===== config.mk =====
export PLATFORM = sky130hd
export DESIGN_NAME = fsmc_reg_bridge
export DESIGN_NICKNAME = d
export VERILOG_FILES = /design/src/rtl/fsmc_reg_bridge.sv
export SDC_FILE = /design/constraint.sdc
export NUM_CORES = 1
export LEC_CHECK = 0
export CAP_MARGIN = 5
export CORE_ASPECT_RATIO = 1.1
export CORE_MARGIN = 4
export CORE_UTILIZATION = 44
export CTS_BUF_LIST = sky130_fd_sc_hd__clkbuf_8
export DETAILED_ROUTE_END_ITERATION = 8
export PLACE_DENSITY = 0.8
export SYNTH_ARGS = -nofsm -noshare
export SYNTH_HDL_FRONTEND = slang
export SYNTH_SLANG_ARGS = --single-unit

===== constraint.sdc =====
create_clock -name clk -period 3.3 [get_ports clk]
set_input_delay 0.66 -clock clk [delete_from_list [all_inputs] [get_ports clk]]
set_output_delay 0.66 -clock clk [all_outputs]
set_load 0.01 [all_outputs]

===== src/rtl/fsmc_reg_bridge.sv =====
// fsmc_reg_bridge: synchronous FSMC slave front-end.
// Synchronises the asynchronous FSMC pins into the clk domain.
// Turns each completed bus write into a one-cycle register write strobe.
// Turns each bus read into a one-cycle read request, then drives the returned word onto the pad.
module fsmc_reg_bridge #(
  parameter int AW = 4,
  parameter int DW = 16
) (
  input  logic          clk,
  input  logic          rst,
  input  logic          aNE,
  input  logic          aNOE,
  input  logic          aNWE,
  input  logic [AW-1:0] aA,
  input  logic [DW-1:0] aD_in,
  output logic [DW-1:0] aD_out,
  output logic          aD_oe,
  output logic          wr_stb,
  output logic [AW-1:0] wr_adr,
  output logic [DW-1:0] wr_data,
  output logic          rd_stb,
  output logic [AW-1:0] rd_adr,
  input  logic [DW-1:0] rd_data,
  output logic          proto_err
);

  typedef enum logic [2:0] {IDLE, WR, RD_WAIT, RD_HOLD, ERR} state_t;

  state_t        state;
  logic          rd_dly;
  logic [1:0]    ne_q, noe_q, nwe_q;
  logic [AW-1:0] a_q1, sA;
  logic [DW-1:0] d_q1, sD;
  logic          sNE, sNOE, sNWE;

  assign sNE  = ne_q[1];
  assign sNOE = noe_q[1];
  assign sNWE = nwe_q[1];

  // Two-flop synchronisers; strobes idle high, address/data idle low.
  always_ff @(posedge clk or posedge rst) begin
    if (rst) begin
      ne_q  <= '1;
      noe_q <= '1;
      nwe_q <= '1;
      a_q1  <= '0;
      sA    <= '0;
      d_q1  <= '0;
      sD    <= '0;
    end else begin
      ne_q  <= {ne_q[0], aNE};
      noe_q <= {noe_q[0], aNOE};
      nwe_q <= {nwe_q[0], aNWE};
      a_q1  <= aA;
      sA    <= a_q1;
      d_q1  <= aD_in;
      sD    <= d_q1;
    end
  end

  // Bus-cycle FSM with registered strobes and pad controls.
  always_ff @(posedge clk or posedge rst) begin
    if (rst) begin
      state     <= IDLE;
      rd_dly    <= 1'b0;
      wr_stb    <= 1'b0;
      rd_stb    <= 1'b0;
      proto_err <= 1'b0;
      aD_oe     <= 1'b0;
      aD_out    <= '0;
      wr_adr    <= '0;
      wr_data   <= '0;
      rd_adr    <= '0;
    end else begin
      wr_stb    <= 1'b0;
      rd_stb    <= 1'b0;
      proto_err <= 1'b0;
      case (state)
        IDLE: begin
          if (!sNE) begin
            if (!sNOE && !sNWE) begin
              proto_err <= 1'b1;
              state     <= ERR;
            end else if (!sNWE) begin
              state <= WR;
            end else if (!sNOE) begin
              rd_stb <= 1'b1;
              rd_adr <= sA;
              rd_dly <= 1'b0;
              state  <= RD_WAIT;
            end
          end
        end
        WR: begin
          // wr_adr/wr_data double as the holding registers; they only
          // change while the write is still in progress.
          if (!sNOE) begin
            proto_err <= 1'b1;
            state     <= ERR;
          end else if (sNWE || sNE) begin
            wr_stb <= 1'b1;
            state  <= IDLE;
          end else begin
            wr_adr  <= sA;
            wr_data <= sD;
          end
        end
        RD_WAIT: begin
          // rd_data is valid the cycle after rd_stb, which overlaps the
          // first RD_WAIT cycle, so capture happens on the second edge.
          if (rd_dly) begin
            aD_out <= rd_data;
            aD_oe  <= 1'b1;
            state  <= RD_HOLD;
          end else begin
            rd_dly <= 1'b1;
          end
        end
        RD_HOLD: begin
          if (sNOE || sNE) begin
            aD_oe <= 1'b0;
            state <= IDLE;
          end
        end
        ERR: begin
          aD_oe <= 1'b0;
          if (sNE) state <= IDLE;
        end
        default: state <= IDLE;
      endcase
    end
  end

endmodule


Word level (Yosys, flattened, before mapping)
Index checks and enable logic that the tools add are counted.
Storage, ports and cells
  output and inout port bits: 44
  bits in registers: 94
  logic and storage cells: 77
Cells by class
  mux-type cells: 29
  equal/unequal tests: 13
  bitwise gates (word level): 4
  reduce and logical (&&, ||, !) cells: 14
Operator list (count)
  2-to-1 mux 3 bit: 9
  2-to-1 mux 1 bit: 16
  one-hot mux 3 bit (5 select lines): 1
  != test 2 bit, second input constant: 7
  AND reduction 5 bit: 2
  == test 3 x 2 -> 1 bit, second input constant: 2
  AND reduction 3 bit: 2
  AND reduction 6 bit: 1
  != test 4 bit, second input constant: 1
  NOT 1 bit: 4
  one-hot mux 1 bit (2 select lines): 2
  == test 3 x 1 -> 1 bit, second input constant: 1
  == test 3 bit, second input constant: 1
  zero test 3 bit: 1
  != test 3 bit, second input constant: 1
  one-hot mux 1 bit (3 select lines): 1
  nonzero test 3 bit: 1
  zero test 1 bit: 2
  logical OR 1 bit: 2
  AND reduction 2 bit: 1
  nonzero test 2 bit: 1
  logical AND 1 bit: 1

Logic depth before layout (Yosys ltp)
  depth after elaboration: 5
  depth in mapped cells: 6
  mapped depth without buffers: 3

Worst setup path after synthesis
OpenSTA, ideal clock, no wires.
  path kind: flip-flop to flip-flop
  start point: reg state[0]
  end point: reg aD_out[0]
  data arrival time: 1328 ps
  stages on the path, launching flop included: 7
  library setup time: 125 ps
  required time: 3175 ps
  slack: 1847 ps
  period minus slack after synthesis: 1453 ps
  path through: dfrtp_1 -> buf_4 -> inv_1 -> and4_1 -> buf_6 -> buf_6 -> mux2_4
On the way
  longest elaborated chain between the ends: 2
Ends and longest elaborated chain
  start: declaration: RTL line 29  | state_t state;
  start signal: assignment: RTL line 64  | state <= IDLE;
  start signal: assignment: RTL line 83  | state <= ERR;
  start signal: assignment: RTL line 85  | state <= WR;
  == test 3 x 2 -> 1 bit: RTL line 78  | case (state)
  AND reduction 2 bit (no line)
  end signal: assignment: RTL line 112  | aD_out <= rd_data;
  end: declaration: RTL line 16  | output logic [DW-1:0] aD_out,
Every way passes these cells.
A chain may end at the register's enable or synchronous reset.

Final worst setup path
  start point: reg state[1]
  end point: reg wr_data[12]
On the way
  longest elaborated chain between the ends: 2
Ends and longest elaborated chain
  == test 3 x 1 -> 1 bit: RTL line 78
  AND reduction 3 bit (no line)
  end signal: assignment: RTL line 72  | wr_data <= '0;
  end signal: assignment: RTL line 105  | wr_data <= sD;
  end: declaration: RTL line 20  | output logic [DW-1:0] wr_data,
Every way passes these cells.

==> flow_summary.ini <==
[clock_network]
cts_tree = yes
postCtsSetupBuffers = 0
clockBufferDepth = 2
clkTransAtPathRegs_ns = 0.09
worstSkewPairLatency_ns = 0.35
clock_sinks = 94
numCtsBuffers = 9
clock-root-buffer = clkbuf_8
holdBufCountCts = 0
h-tree-depth = 3
ctsResizeCount = 0

[logic_synthesis]
synth_edf_count = 0
synth_area_leaders = dfrtp_1 (70%), mux2_2 (9.0%), mux2_4 (7.2%), dfstp_2 (5.0%), buf_6 (1.4%)
async_flop_share = 1.00
syn_nets = 211
seq_area_frac_synth = 0.755
synth.largest_area_cell = dfrtp_1
synth_area_sq_um = 3130
yosysWarningCount = 0
yosys_register_bits = 94
syn-instance-count = 170
syn_avg_cell_area_sq_um = 18.4
ys.flop_type = dfrtp_1
yosysTopAreaCellShare = 0.705
ys_types = 27

[global_route]
grt_first_pass_wirelength_um = 8880
grt_max_degree = 52
antenna_found_initial = 0
grt_pass1_vias = 1868
grt.total_usage = 0.144
gr-total-overflow = 0

[finish]
diodes = 0
nNetsFinal = 301
synthToLayoutAreaGrowth_pct = 36.9
drive_above_1_share = 0.260

[critical_path]
r2r-end = wr_data[12]
r2r_slack_ns = 1.30
cp-start-kind = flip-flop
critPathLaunch = state[1]
path_max_fanout = 20
required_ns = 3.54
worstSetupEndpoint = wr_data[12]
critPathKind = reg2reg
cp_data_arrival_time_ns = 2.24
rr_worst_depth = 3
r2r_start = state[1]
crit_path_end_kind = flip-flop

[sta]
setup_violations = 0
holdWs_ns = 0.354
maxSlewViolCount = 0
period_minus_slack_ns = 2.00
tns_ns = 0
fmax_ghz = 0.499
hold_violations = 0
fin_skew_ns = 0.0119
relSlewSlack = 0.427
timing.final.ws_setup_ns = 1.30
max_slew.worst_pin.slew_ns = 0.859
min_period_over_period = 0.607
rsz0062_at_grt = no

[placed_design]
gp_congestion = 0.756
io_buffer_count = 84
hpwl_um = 3910
dp_slack_ns = 1.26

[worst_hold_path]
hold_path_class = reg2reg
hold_start = d_q1[10]

[routing]
drt-pass1-iter-count = 4
vias = 1699
drc = 0
drt-total-wl_um = 5400
viasPerCell = 4.90
drt_iter0_markers = 61
antenna_left = 0
wl_per_cell_um = 15.6

[pwr]
power_density_nw_per_um2 = 849
finalPower_mw = 3.63
leakage_nw = 1.91
vdd_drop_max_uv = 555

[die]
start_util = 0.463
core_sq_um = 6750
row_count = 31
io_pins = 85
die_area_sq_um = 8520
fp.dieH_um = 96.4
dieWidth_um = 88.4

[flow_run]
drv_cap = 0

[run_status]
status = complete, no violations
synthesized netlist by cell type (all sizes together), types with 2 or more instances:
cell and count:
nor2 5, mux2 40, dfstp 6, a221oi 2, dfrtp 88, nand3 2, nand2b 2, inv 5
buf 5
registers in the layout (all words and copies together) (netlist names), 2 cells and up:
name     count
aD_out      16
d_q1        16
sD          16
wr_data     16
a_q1         4
rd_adr       4
sA           4
wr_adr       4
state        3
ne_q         2
noe_q        2
nwe_q        2
layout by cell type, fill, tap and decap left out, types with 2 or more instances in the layout:
cell type / count
bufinv_16: 3
dfrtp_1: 88
nand2b_1: 2
mux2_2: 25
clkbuf_8: 9
mux2_4: 15
nand3_1: 2
inv_6: 2
a221oi_1: 2
nor2_1: 5
clkdlybuf4s50_1: 84
dfstp_2: 6
inv_1: 4
cell type report:
type                            count  area [sq um]
Sequential cell                    94          2360
Multi-Input combinational cell     65           689
Tap cell                           82           103
Clock buffer                        9           124
Inverter                            5          21.3
Timing Repair Buffer               85           861
Fill cell                         505          2470
Clock inverter                      7           120
worst min path at each step:
stage | slack, ns | depth (start not counted) | end
6_report | 0.35 | 0 | sD[10]
5_1_grt | 0.36 | 0 | noe_q[1]
4_1_cts | 0.36 | 0 | sD[12]
3_5_place_dp | 0.33 | 0 | sD[12]
3_3_place_gp | 0.33 | 0 | sD[13]
2_1_floorplan | 0.33 | 0 | sA[0]
per-stage QoR:
stage / utilization / std cells / instance area [sq um]
after global placement: 0.598 / 331 / 4030
after global routing: 0.634 / 347 / 4280
final: 0.634 / 347 / 4280
after floorplan: - / 170 / 3130
after detailed placement: 0.598 / 331 / 4030
after CTS: 0.634 / 347 / 4280
worst max-delay path, cell delays in order, from the launching register on:
cell and delay [ns]:
dfrtp_1 0.47, nor2_1 0.23, nand4_2 0.65, mux2_2 0.53
report_power, final:
| part | internal, mW | switching [mW] | total, mW |
|---|---|---|---|
| Combinational | 0.735 | 0.383 | 1.12 |
| Clock | 0.507 | 0.387 | 0.894 |
| Sequential | 1.44 | 0.179 | 1.62 |
logic make-up after synthesis:
| group | share of synthesized area |
|---|---|
| flip-flops | 0.755 |
| AO/OA/AOI/OAI | 0.0280 |
| AND/OR/NAND/NOR | 0.0304 |
| buffers and inverters | 0.0244 |
| multiplexers | 0.162 |
layer usage:
metal	GRT usage	vias to the layer above	share of wire
met4	0.0844	0	0.030
met3	0.0577	13	0.081
met1	0.165	846	0.38
met2	0.226	73	0.51
met5	0	-	0
li1	-	767	-
No activity file was read; power rests on OpenSTA's default activity.
